===== src/rtl/dpmem_arbiter.sv =====
// Round-robin arbiter sharing one dual-port memory between two writers and two readers.
// Optional write-to-read forwarding is enabled by defining DPMEM_ARB_WR_FWD_EN.
module dpmem_arbiter #(
   parameter int DW     = 16,
   parameter int AW     = 10,
   parameter int RD_LAT = 1
) (
   input  logic          clk,
   input  logic          reset,
   input  logic          wa_req,
   input  logic [AW-1:0] wa_adr,
   input  logic [DW-1:0] wa_dat,
   output logic          wa_gnt,
   input  logic          wb_req,
   input  logic [AW-1:0] wb_adr,
   input  logic [DW-1:0] wb_dat,
   output logic          wb_gnt,
   input  logic          ra_req,
   input  logic [AW-1:0] ra_adr,
   output logic          ra_gnt,
   output logic          ra_vld,
   input  logic          rb_req,
   input  logic [AW-1:0] rb_adr,
   output logic          rb_gnt,
   output logic          rb_vld,
   output logic [DW-1:0] rd_dat,
   output logic          mem_wr_en,
   output logic [AW-1:0] mem_wr_adr,
   output logic [DW-1:0] mem_dat_in,
   output logic [AW-1:0] mem_rd_adr,
   input  logic [DW-1:0] mem_dat_out
);

   typedef enum logic {SIDE_A = 1'b0, SIDE_B = 1'b1} side_e;

   side_e           wr_ptr, rd_ptr;
   logic [RD_LAT:0] tag_a, tag_b;
   logic [DW-1:0]   ret_dat;

   // NOTE: every always_comb output gets a default first so no latch is inferred.
   always_comb begin
      wa_gnt = 1'b0;
      wb_gnt = 1'b0;
      ra_gnt = 1'b0;
      rb_gnt = 1'b0;
      if (reset) begin
         wa_gnt = wa_req && (!wb_req || wr_ptr == SIDE_A);
         wb_gnt = wb_req && !wa_gnt;
         ra_gnt = ra_req && (!rb_req || rd_ptr == SIDE_A);
         rb_gnt = rb_req && !ra_gnt;
      end
   end

   // NOTE: sequential state uses non-blocking assignments so every register samples pre-edge values.
   always_ff @(posedge clk or negedge reset) begin
      if (!reset) begin
         wr_ptr     <= SIDE_A;
         mem_wr_en  <= 1'b0;
         mem_wr_adr <= '0;
         mem_dat_in <= '0;
      end else begin
         mem_wr_en <= wa_gnt || wb_gnt;
         if (wa_gnt) begin
            mem_wr_adr <= wa_adr;
            mem_dat_in <= wa_dat;
            wr_ptr     <= SIDE_B;
         end else if (wb_gnt) begin
            mem_wr_adr <= wb_adr;
            mem_dat_in <= wb_dat;
            wr_ptr     <= SIDE_A;
         end
      end
   end

   // mem_dat_out is sampled on the edge RD_LAT clocks after the one that registers mem_rd_adr,
   // which is also the edge that raises the matching vld.
   always_ff @(posedge clk or negedge reset) begin
      if (!reset) begin
         rd_ptr     <= SIDE_A;
         mem_rd_adr <= '0;
         tag_a      <= '0;
         tag_b      <= '0;
         rd_dat     <= '0;
      end else begin
         tag_a <= {tag_a[RD_LAT-1:0], ra_gnt};
         tag_b <= {tag_b[RD_LAT-1:0], rb_gnt};
         if (ra_gnt) begin
            mem_rd_adr <= ra_adr;
            rd_ptr     <= SIDE_B;
         end else if (rb_gnt) begin
            mem_rd_adr <= rb_adr;
            rd_ptr     <= SIDE_A;
         end
         if (tag_a[RD_LAT-1] || tag_b[RD_LAT-1])
            rd_dat <= ret_dat;
      end
   end

   assign ra_vld = tag_a[RD_LAT];
   assign rb_vld = tag_b[RD_LAT];

`ifdef DPMEM_ARB_WR_FWD_EN
   logic            fwd_hit;
   logic [DW-1:0]   fwd_src;
   logic [AW-1:0]   rd_adr_sel;
   logic [AW-1:0]   wr_adr_sel;
   logic [DW-1:0]   wr_dat_sel;
   logic [RD_LAT-1:0] fwd_v;
   logic [DW-1:0]   fwd_d [RD_LAT];

   // Catch a write granted alongside the read, or one granted the cycle before (now on mem_wr_*).
   always_comb begin
      rd_adr_sel = ra_gnt ? ra_adr : rb_adr;
      wr_adr_sel = wa_gnt ? wa_adr : wb_adr;
      wr_dat_sel = wa_gnt ? wa_dat : wb_dat;
      fwd_hit    = 1'b0;
      fwd_src    = wr_dat_sel;
      if (ra_gnt || rb_gnt) begin
         if ((wa_gnt || wb_gnt) && wr_adr_sel == rd_adr_sel) begin
            fwd_hit = 1'b1;
         end else if (mem_wr_en && mem_wr_adr == rd_adr_sel) begin
            fwd_hit = 1'b1;
            fwd_src = mem_dat_in;
         end
      end
   end

   always_ff @(posedge clk or negedge reset) begin
      if (!reset) begin
         fwd_v <= '0;
         for (int i = 0; i < RD_LAT; i++) fwd_d[i] <= '0;
      end else begin
         fwd_v[0] <= fwd_hit;
         fwd_d[0] <= fwd_src;
         for (int i = 1; i < RD_LAT; i++) begin
            fwd_v[i] <= fwd_v[i-1];
            fwd_d[i] <= fwd_d[i-1];
         end
      end
   end

   assign ret_dat = fwd_v[RD_LAT-1] ? fwd_d[RD_LAT-1] : mem_dat_out;
`else
   assign ret_dat = mem_dat_out;
`endif

endmodule


===== config.mk =====
export PLATFORM = sky130hd
export DESIGN_NAME = dpmem_arbiter
export DESIGN_NICKNAME = d
export VERILOG_FILES = /design/src/rtl/dpmem_arbiter.sv
export SDC_FILE = /design/constraint.sdc
export NUM_CORES = 1
export LEC_CHECK = 0
export ABC_AREA = 1
export CELL_PAD_IN_SITES_DETAIL_PLACEMENT = 1
export CELL_PAD_IN_SITES_GLOBAL_PLACEMENT = 1
export CORE_UTILIZATION = 30
export CTS_CLUSTER_DIAMETER = 200
export DETAILED_ROUTE_END_ITERATION = 10
export PLACE_DENSITY_LB_ADDON = 0.25
export SETUP_SLACK_MARGIN = 0.4
export SYNTH_ARGS = -nofsm -noshare
export SYNTH_HDL_FRONTEND = slang
export SYNTH_SLANG_ARGS = --single-unit

===== constraint.sdc =====
create_clock -name clk -period 2.2 [get_ports clk]
set_input_delay 0.66 -clock clk [delete_from_list [all_inputs] [get_ports clk]]
set_output_delay 0.66 -clock clk [all_outputs]
set_load 0.005 [all_outputs]

==> summary.md <==
| Metric | Value |
|---|---|
| Crit path max fanout | `2` |
| Final GP Congestion | `0.746` |
| Critical Path AT | `1.20 ns` |
| Hold Crit Class | `in2async` |
| Fin crit period | `1.86 ns` |
| Final Hold Violating Endpoints | `0` |
| RR Endpoint | `rd_dat[15]$_DFFE_PN0P_` |
| Via density | `4.62` |
| Most used cell, CP | `buf_6` |
| Clock root buffer | `clkbuf_8` |
| HPWL after DPL | `7680 um` |
| Later-pin clock latency in the skew report | `0.33 ns` |
| Starting Density | `0.307` |
| Via total after detailed routing | `3637` |
| Slowest stage delay, CP | `0.14 ns` |
| TritonCTS buffer count | `9` |
| First-pass GRT wire length | `17900 um` |
| CP Data Required Time | `1.54 ns` |
| Placed Cells | `762` |
| Pre-Repair DR Iteration Count | `4` |
| Flops & latches, synth | `59` |
| Crit path launch type | `primary input` |
| R2R Path Start | `tag_b[0]$_DFF_PN0_` |
| Synth unique cells | `15` |
| Global route total overflow | `0` |
| Clock tree buffer depth | `2` |
| Setup crit end kind | `output pin` |
| Pin count of the biggest net entering global routing | `69` |
| Ports | `153` |
| Dpl cell area | `0.00505 mm2` |
| Clk sinks | `59` |
| Slowest CP cell | `buf_2` |
| Row cnt | `38` |
| Overall routing resource usage | `0.198` |
| Peak supply drop | `302 uV` |
| Core Region | `0.0108 mm2` |
| Die height | `107 um` |
| Initial antenna violation count | `0` |
| Syn Std Cell Area | `0.00333 mm2` |
| Filler instances | `1410` |
| Vias in the first global route | `3641` |
| Achievable Freq | `538 MHz` |
| Sequential-to-total area share from yosys stat | `0.444` |
| Final setup viols | `0` |
| Pwr Density | `631 mW/mm2` |
| Pre-CTS setup slack | `-0.501 ns` |
| Hold Buf Count CTS | `0` |
| DRC | `0` |
| Period utilization | `0.845` |
| Share of layout cells above drive strength 1 | `0.105` |
| Antenna Cells | `0` |
| CP Class | `in2out` |
| Worst slew pin tran | `1.10 ns` |
| Max-cap violation count | `0` |
| Die span in x | `107 um` |
| Layout Cells excl Fill | `788` |
| Mapped Avg Cell Area | `6.96 um2` |
| # port buffers | `152` |
| Routed WL per cell | `13.9 um` |
| TritonCTS clock tree | `done` |
| Die area | `0.0115 mm2` |
| Reg2reg setup slack | `0.67 ns` |
| Worst Skew | `0.00770 ns` |
| RSZ-0062 raised after global routing | `yes` |
| Net Count, Synth | `572` |
| Fin Hold WS | `0.386 ns` |
| Status | `complete, no violations` |
| Headroom to the max-slew limit | `0.267` |
| Final wirelength | `10900 um` |
| Antenna-violating nets left | `0` |
| YS warnings | `0` |
| Clock slew at reported path FFs | `0.08 ns` |
| CP Cell Sequence | `buf_6 > nand2_2 > buf_6 > a21oi_4 > buf_2` |
| Initial DRC count | `121` |
| Fin. max-slew vios | `0` |
| Final Cell Area | `0.00527 mm2` |
| Cells on worst reg2reg path | `3` |
| Final worst setup slack | `0.341 ns` |
| Synthesized instance count | `478` |
| Htree depth | `3` |
| Area Growth Syn to Fin | `58.4%` |
| Leakage | `0.00302 uW` |
| Nets | `737` |
[synth_stat cells]
cell | instances | area, um2
nand2_1 | 173 | 649
inv_1 | 111 | 417
dfrtp_1 | 59 | 1480
nand3_1 | 47 | 235
nand4_1 | 36 | 225
o21ai_0 | 16 | 80.1
buf_2 | 12 | 60.1
buf_4 | 9 | 67.6
clkbuf_1 | 5 | 18.8
buf_6 | 4 | 45.0
a21oi_1 | 2 | 10.0
nand2_2 | 1 | 6.26
nand3_4 | 1 | 17.5
nor2_1 | 1 | 3.75
o21ai_4 | 1 | 16.3
[timing repair]
| action | 4_1_cts | 5_1_grt |
|---|---|---|
| buffers inserted | 8 | 2 |
| pin swaps | 3 | 3 |
| resized for setup | 96 | 5 |
| setup endpoints to repair | 62 | 4 |
[final cells by class]
| type | instances | area (um2) | area share |
|---|---|---|---|
| well taps | 140 | 175 | 0.0332 |
| clock inverters | 7 | 76.3 | 0.0145 |
| inverters | 111 | 417 | 0.0790 |
| multi-input cells | 278 | 1290 | 0.244 |
| repair buffers | 184 | 1720 | 0.326 |
| flip-flops and latches | 59 | 1480 | 0.280 |
| clock buffers | 9 | 124 | 0.0235 |
[routing by layer]
layer	wire [um]	up-vias	part of all wire	track usage
met5	0	-	0	0
met4	156	0	0.014	0.0665
met3	458	11	0.042	0.0272
met2	5710	84	0.52	0.362
met1	4600	1765	0.42	0.237
li1	-	1777	-	-
[where the power goes]
part	leakage (uW)	switching (uW)	internal (uW)	total [uW]
clock network	0.0000958	483	528	1010
logic	0.00223	466	510	976
registers	0.000701	86.2	1250	1340
total	0.00302	1030	2290	3330
[worst max-delay path, delay by kind of cell]
kind | cells | cell delay [ns]
buffers and inverters | 3 | 0.35
AOI/OAI and AO/OA | 1 | 0.13
and+or+nand+nor | 1 | 0.07
[state kept, by name (all words and copies together), names as in the netlist]
register	count
tag_a	2
mem_rd_adr	10
rd_dat	16
wr_ptr	1
mem_wr_en	1
mem_wr_adr	10
mem_dat_in	16
rd_ptr	1
tag_b	2
[kinds of logic (layout without fill, tap and decap cells)]
kind of cell | count (synthesis) | after routing | share of synthesized area
flops | 59 | 59 | 0.444
simple gates | 259 | 259 | 0.342
buf+inv | 141 | 311 | 0.183
compound gates | 19 | 19 | 0.0320
[per-stage QoR]
stage	util	setup TNS [ns]	total power (uW)
after floorplan	-	0	1770
after global placement	0.466	-1.77	2390
after detailed placement	0.466	-1.89	2430
after CTS	0.484	0	3370
after global routing	0.486	0	3560
final	0.486	0	3330
[worst max-delay path by stage]
stage,startpoint,endpoint,slack [ns],depth (start not counted)
5_1_grt,rd_ptr$_DFFE_PN0P_,rb_gnt,0.30,4
3_5_place_dp,rb_req,ra_gnt,-0.50,5
2_1_floorplan,reset,rb_gnt,0.38,5
3_3_place_gp,rb_req,ra_gnt,-0.48,5
4_1_cts,rd_ptr$_DFFE_PN0P_,rb_gnt,0.33,4
6_report,rb_req,rb_gnt,0.34,5
[placed cells by master (no fill, tap or decap), types with 2 or more instances in the layout]
master and n:
inv_1 109, clkinvlp_4 2, clkdlybuf4s50_1 88, nand4_1 36
nand2_1 170, buf_6 5, buf_2 4, nand3_1 46
nand2_4 3, inv_2 2, dlygate4sd2_1 55, o21ai_0 16
buf_4 28, clkinv_4 2, buf_12 3, clkbuf_8 9
dfrtp_1 59
Note: power is estimated with default switching activity, not from simulation.
